$ cat src/rtl/csr_commit_pkg.sv
// csr_commit_pkg: op encodings, exception codes, flush FSM states and the WB stage record
package csr_commit_pkg;
  localparam logic [2:0] OP_NONE    = 3'd0;
  localparam logic [2:0] OP_CSRRD   = 3'd1;
  localparam logic [2:0] OP_CSRWR   = 3'd2;
  localparam logic [2:0] OP_CSRXCHG = 3'd3;
  localparam logic [2:0] OP_ERTN    = 3'd4;
  localparam logic [5:0] ECODE_INT = 6'h00;
  localparam logic [5:0] ECODE_ADE = 6'h08;
  localparam logic [5:0] ECODE_ALE = 6'h09;
  localparam logic [5:0] ECODE_SYS = 6'h0B;
  localparam logic [5:0] ECODE_BRK = 6'h0C;
  localparam logic [5:0] ECODE_INE = 6'h0D;
  typedef enum logic [1:0] {RUN, FLUSH, DRAIN} flush_state_e;
  typedef struct packed {
    logic [31:0] pc;
    logic [2:0]  op;
    logic [13:0] csr_num;
    logic [31:0] rj_value;
    logic [31:0] rd_value;
    logic [4:0]  dest;
    logic [31:0] result;
    logic        ex;
    logic [5:0]  ecode;
    logic [8:0]  esubcode;
    logic [31:0] badvaddr;
  } ws_bus_t;
  function automatic logic is_csr_op(input logic [2:0] op);
    return op == OP_CSRRD || op == OP_CSRWR || op == OP_CSRXCHG;
  endfunction
endpackage

$ cat src/rtl/csr_commit_ctrl_flush_fsm.sv
// csr_flush_fsm: RUN/FLUSH/DRAIN sequencer; registers the redirect PC and kills WB during flush/drain
module csr_flush_fsm
  import csr_commit_pkg::*;
#(
  parameter int DRAIN_CYCLES = 2
) (
  input  logic        clk,
  input  logic        reset,
  input  logic        flush_req,
  input  logic [31:0] flush_target,
  output logic        ws_flush,
  output logic [31:0] ws_flush_pc,
  output logic        ws_kill
);
  flush_state_e state_q, state_d;
  logic [2:0]  cnt_q, cnt_d;
  logic [31:0] pc_q, pc_d;
  always_comb begin
    state_d = state_q;
    cnt_d   = cnt_q;
    pc_d    = pc_q;
    case (state_q)
      RUN: begin
        state_d = flush_req ? FLUSH : RUN;
        pc_d    = flush_req ? flush_target : pc_q;
      end
      FLUSH: begin
        state_d = DRAIN;
        cnt_d   = 3'(DRAIN_CYCLES - 1);
      end
      DRAIN: begin
        state_d = cnt_q == 3'd0 ? RUN : DRAIN;
        cnt_d   = cnt_q == 3'd0 ? cnt_q : cnt_q - 3'd1;
      end
      default: state_d = RUN;
    endcase
  end
  always_ff @(posedge clk or posedge reset)
    if (reset) begin
      state_q <= RUN;
      cnt_q   <= '0;
      pc_q    <= '0;
    end else begin
      state_q <= state_d;
      cnt_q   <= cnt_d;
      pc_q    <= pc_d;
    end
  assign ws_flush    = state_q == FLUSH;
  assign ws_flush_pc = pc_q;
  assign ws_kill     = state_q != RUN;
endmodule

$ cat src/rtl/csr_commit_ctrl.sv
// csr_commit_ctrl: WB-stage commit controller driving the CSR file port and the pipeline flush.
// Optional CSR_COMMIT_CNT_EN adds exc_cnt/ertn_cnt commit counters.
module csr_commit_ctrl
  import csr_commit_pkg::*;
#(
  parameter int DRAIN_CYCLES = 2
) (
  input  logic        clk,
  input  logic        reset,
  input  logic        ms_to_ws_valid,
  output logic        ws_allowin,
  input  logic [31:0] ms_pc,
  input  logic [2:0]  ms_op,
  input  logic [13:0] ms_csr_num,
  input  logic [31:0] ms_rj_value,
  input  logic [31:0] ms_rd_value,
  input  logic [4:0]  ms_dest,
  input  logic [31:0] ms_result,
  input  logic        ms_ex,
  input  logic [5:0]  ms_ecode,
  input  logic [8:0]  ms_esubcode,
  input  logic [31:0] ms_badvaddr,
  output logic        csr_we,
  output logic [13:0] csr_num,
  output logic [31:0] csr_wmask,
  output logic [31:0] csr_wvalue,
  output logic [13:0] csr_raddr,
  input  logic [31:0] csr_rvalue,
  output logic        wb_ex,
  output logic [5:0]  wb_ecode,
  output logic [8:0]  wb_esubcode,
  output logic [31:0] wb_pc,
  output logic [31:0] wb_badvaddr,
  output logic        ertn_flush,
  input  logic [31:0] ex_entry,
  input  logic [31:0] ex_exit,
  input  logic        csr_has_int,
  output logic        rf_we,
  output logic [4:0]  rf_waddr,
  output logic [31:0] rf_wdata,
  output logic        ws_flush,
  output logic [31:0] ws_flush_pc
`ifdef CSR_COMMIT_CNT_EN
  ,
  output logic [31:0] exc_cnt,
  output logic [31:0] ertn_cnt
`endif
);
  ws_bus_t     ws_q, ws_d;
  logic        ws_valid_q, ws_valid_d;
  logic        ws_kill, active, is_int, is_exc, is_ertn, is_csr, is_none, flush_req;
  logic [31:0] flush_target;
  assign ws_allowin = 1'b1;
  // Younger instructions arriving alongside a flush-class commit are dropped as well
  always_comb begin
    ws_valid_d = ms_to_ws_valid && ws_allowin && !ws_kill && !flush_req;
    ws_d = ms_to_ws_valid && ws_allowin
      ? {ms_pc, ms_op, ms_csr_num, ms_rj_value, ms_rd_value, ms_dest, ms_result,
         ms_ex, ms_ecode, ms_esubcode, ms_badvaddr}
      : ws_q;
  end
  always_ff @(posedge clk or posedge reset)
    if (reset) begin
      ws_valid_q <= 1'b0;
      ws_q       <= '0;
    end else begin
      ws_valid_q <= ws_valid_d;
      ws_q       <= ws_d;
    end
  always_comb begin
    active       = ws_valid_q && !ws_kill;
    is_int       = active && csr_has_int;
    is_exc       = active && !csr_has_int && ws_q.ex;
    is_ertn      = active && !csr_has_int && !ws_q.ex && ws_q.op == OP_ERTN;
    is_csr       = active && !csr_has_int && !ws_q.ex && is_csr_op(ws_q.op);
    is_none      = active && !is_int && !is_exc && !is_ertn && !is_csr;
    flush_req    = is_int || is_exc || is_ertn;
    flush_target = is_ertn ? ex_exit : ex_entry;
    wb_ex        = is_int || is_exc;
    wb_ecode     = is_exc ? ws_q.ecode : ECODE_INT;
    wb_esubcode  = is_exc ? ws_q.esubcode : 9'd0;
    wb_pc        = wb_ex ? ws_q.pc : 32'd0;
    wb_badvaddr  = is_exc ? ws_q.badvaddr : 32'd0;
    ertn_flush   = is_ertn;
    csr_we       = is_csr && ws_q.op != OP_CSRRD;
    csr_num      = is_csr ? ws_q.csr_num : 14'd0;
    csr_raddr    = csr_num;
    csr_wmask    = !csr_we ? 32'd0 : ws_q.op == OP_CSRXCHG ? ws_q.rj_value : 32'hFFFF_FFFF;
    csr_wvalue   = csr_we ? ws_q.rd_value : 32'd0;
    rf_we        = (is_csr || is_none) && ws_q.dest != 5'd0;
    rf_waddr     = rf_we ? ws_q.dest : 5'd0;
    rf_wdata     = !rf_we ? 32'd0 : is_csr ? csr_rvalue : ws_q.result;
  end
  csr_flush_fsm #(.DRAIN_CYCLES(DRAIN_CYCLES)) u_fsm (
    .clk          (clk),
    .reset        (reset),
    .flush_req    (flush_req),
    .flush_target (flush_target),
    .ws_flush     (ws_flush),
    .ws_flush_pc  (ws_flush_pc),
    .ws_kill      (ws_kill)
  );
`ifdef CSR_COMMIT_CNT_EN
  logic [31:0] exc_cnt_q, exc_cnt_d, ertn_cnt_q, ertn_cnt_d;
  always_comb begin
    exc_cnt_d  = exc_cnt_q + (wb_ex ? 32'd1 : 32'd0);
    ertn_cnt_d = ertn_cnt_q + (ertn_flush ? 32'd1 : 32'd0);
  end
  always_ff @(posedge clk or posedge reset)
    if (reset) begin
      exc_cnt_q  <= '0;
      ertn_cnt_q <= '0;
    end else begin
      exc_cnt_q  <= exc_cnt_d;
      ertn_cnt_q <= ertn_cnt_d;
    end
  assign exc_cnt  = exc_cnt_q;
  assign ertn_cnt = ertn_cnt_q;
`endif
endmodule
$ cat config.mk
export PLATFORM = sky130hd
export DESIGN_NAME = csr_commit_ctrl
export DESIGN_NICKNAME = d
export VERILOG_FILES = /design/src/rtl/csr_commit_pkg.sv /design/src/rtl/csr_commit_ctrl_flush_fsm.sv /design/src/rtl/csr_commit_ctrl.sv
export SDC_FILE = /design/constraint.sdc
export NUM_CORES = 1
export LEC_CHECK = 0
export BUFFER_PORTS_ARGS = -buffer_cell sky130_fd_sc_hd__buf_2
export CAP_MARGIN = 5
export CORE_MARGIN = 4
export CORE_UTILIZATION = 25
export DETAILED_ROUTE_END_ITERATION = 10
export SETUP_SLACK_MARGIN = 0.15
export SLEW_MARGIN = 20
export SYNTH_ARGS = -nofsm -noshare
export SYNTH_HDL_FRONTEND = slang
export SYNTH_SLANG_ARGS = --single-unit
$ cat constraint.sdc
create_clock -name clk -period 15.4 [get_ports clk]
set_input_delay 3.85 -clock clk [delete_from_list [all_inputs] [get_ports clk]]
set_output_delay 3.85 -clock clk [all_outputs]
set_load 0.02 [all_outputs]
==> impl_metrics.yaml <==
timing:
  finalHoldViolCount: 0
  setup_violations: 0
  fin_skew_ns: 0.00839
  fin_crit_ns: 9.64
  maxSlewViolCount: 0
  max_slew_margin: 0.347
  timing.fmax_mhz: 104
  worst_pin_slew_ns: 0.980
  rsz0062_at_grt: "false"
  whs_ns: 0.495
  fin_setup_tns_ns: 0
  finalCritPeriodShare: 0.626
power_and_ir_drop:
  swShare: 0.329
  power_mw: 1.93
  p_switching_mw: 0.635
  p_clk_frac: 0.338
  vdd_drop_max_mv: 0.0800
  p_int_mw: 1.30
  power.share.sequential: 0.401
  leakagePower_nw: 7.80
  p_per_area_nw_per_um2: 128
  comb_power_share: 0.261
worst_setup_path:
  critPathTopFamily: "simple AND/OR/NAND/NOR gates"
  crit_top_cell: "buf_2"
  start_kind: "input port"
  worst-path-max-fanout: 63
  crit_type: "in2out"
  cp_cell_sequence: "buf_2 > or2_4 > or4_1 > buf_4 > inv_6 > and2_1 > buf_2"
  critPathSlowestCell: "or2_4"
  max_stage_delay_ns: 0.48
  endpoint_kind: "primary output"
  cp.arrival_ns: 5.79
  crit_buf_inv: 4
  crit_required_ns: 11.55
drt:
  first_pass_iters: 6
  viasPerCell: 4.53
  avgRoutedWirePerCell_um: 17.5
  vias: 9499
  drc: 0
  drtIter0Drc: 589
  ant_nets: 0
  drt_wl_total_um: 36700
synthesis:
  synthFlopType: "dfrtp_1"
  synth_edf_count: 0
  synth.avg_cell_area_um2: 11.1
  synth-async-reset-ratio: 1.00
  synth.distinct_cells: 36
  syn_area_um2: 11100
  syn_nets: 1304
  ys_warn_count: 0
  synthCells: 1004
  ys_seq_elements: 236
  synth_seq_area_share: 0.530
cts:
  ctsHtreeMaxLevel: 1
  cts-resized-gates: 0
  clk_latency_ns: 0.55
  clkSlewWorstSetupHoldPaths_ns: 0.05
  cts_hold_buf: 0
  clock-sinks: 236
  cts_setup_buffers: 0
  cts_tree: "yes"
  cts-root-buf: "clkbuf_16"
  cts_made_buffers: 28
  ctsLongestPathBuffers: 3
final_layout:
  final_layout_size_suffix_gt1_frac: 0.515
  finalNetCount: 1785
  final_common_cell: "buf_2"
  areaGrowthSynthToFinish_pct: 35.9
  mostFrequentLayoutCells: "buf_2, dfrtp_1, mux2_2, and2_1, o21ai_0"
  fin_cells: 2098
  fin_util: 0.343
grt:
  grt_first_pass_wirelength_um: 55300
  grt_pass1_vias: 9825
  grt.overflow.total: 0
  antenna_found_initial: 4
  grt_usage: 0.144
  grt_max_degree: 103
floorplanning:
  io_pins: 544
  coreArea_um2: 44100
  std_cell_rows: 77
  initial_core_util: 0.253
  fp.dieW_um: 219
  dieArea_um2: 48000
  die_y_um: 219
status:
  status: "finished clean"
place:
  dp_cells: 2047
  gp_congestion: 0.847
  portBuffers: 542
  dpl.hpwl_um: 26600
run:
  maxCapViolCount: 0
hold_path:
  hold_class: "reg2reg"
through the flow:
step,area [um2],setup slack (ns)
6_report,15100,5.76
5_1_grt,15100,5.65
4_1_cts,15100,5.78
3_5_place_dp,14200,5.78
3_3_place_gp,14200,5.85
2_1_floorplan,11100,5.08
logic make-up (layout without fill, tap and decap cells):
family                     after synthesis  in the layout  synth area share
adders and majority gates                2              2           0.00225
muxes                                  197            197             0.195
AOI/OAI and AO/OA                      138            138            0.0673
DFF                                    236            236             0.530
other                                    1              3          0.000336
and+or+nand+nor                        283            283             0.144
buffers and inverters                  147            647            0.0606
worst paths after layout:
check                                            from                    end  slack (ns)  cells after the start
max                                       csr_has_int         csr_wvalue[25]        5.76                      7
min                              ws_q[46]$_DFFE_PP0P_   ws_q[46]$_DFFE_PP0P_        0.49                      1
max reg2reg                u_fsm.state_q[1]$_DFF_PP0_   ws_valid_q$_DFF_PP0_       12.82                      3
min reg2reg                      ws_q[46]$_DFFE_PP0P_   ws_q[46]$_DFFE_PP0P_        0.49                      1
max in group asynchronous                       reset  ws_q[136]$_DFFE_PP0P_       10.56                      3
min in group asynchronous                       reset   ws_q[31]$_DFFE_PP0P_        3.42                      2
layer usage:
metal  global-route usage  part of all wire  up-vias
met3               0.0485             0.090       65
met4               0.0417             0.027        2
met2                0.245              0.48      392
li1                     -                 -     4432
met1                0.173              0.40     4608
met5                    0           0.00019        -
power by group through the flow:
stage	registers, mW	clock network (mW)	logic [mW]
4_1_cts	0.774	0.675	0.511
3_5_place_dp	0.784	0	0.511
6_report	0.774	0.652	0.505
5_1_grt	0.786	0.700	0.553
3_3_place_gp	0.781	0	0.501
2_1_floorplan	0.814	0	0.289
synthesized netlist by cell type, types with 2 or more instances:
cell / n / area, um2
dfrtp_1: 236 / 5910
buf_2: 10 / 50.1
and4_1: 2 / 17.5
nand2_1: 35 / 131
or4_1: 2 / 15.0
nand3_1: 33 / 165
nor2b_1: 2 / 12.5
and2_1: 98 / 613
clkbuf_2: 4 / 20.0
clkbuf_1: 70 / 263
mux2i_1: 32 / 320
buf_6: 5 / 56.3
o22ai_1: 2 / 12.5
inv_1: 40 / 150
nor4_1: 32 / 200
o21ai_0: 66 / 330
buf_4: 17 / 128
a31oi_1: 32 / 200
and3_1: 33 / 206
nor3_1: 34 / 170
mux2_2: 165 / 1860
nor2_1: 6 / 22.5
a21oi_1: 33 / 165
ha_1: 2 / 25.0
a2bb2oi_1: 2 / 17.5
sequential cells by signal, indices dropped and copies added (netlist names):
register	count
u_fsm.state_q	2
u_fsm.ws_flush_pc	32
u_fsm.cnt_q	3
ws_q	198
ws_valid_q	1
worst reg2reg max path, cell delays in order, from the launching register on:
cell and delay (ns):
dfrtp_1 0.49, or3b_4 0.71, or3_2 0.93, and4_1 0.35
area by class of cell:
class                           instances  area [um2]
Inverter                               41         166
Clock inverter                          9        78.8
Antenna cell                            2        5.00
Sequential cell                       236        5910
Tap cell                              592         741
Clock buffer                           40         817
Multi-Input combinational cell        621        4590
Fill cell                            4538       29000
Timing Repair Buffer                  557        2830
Note: power is estimated with default switching activity, not from simulation.
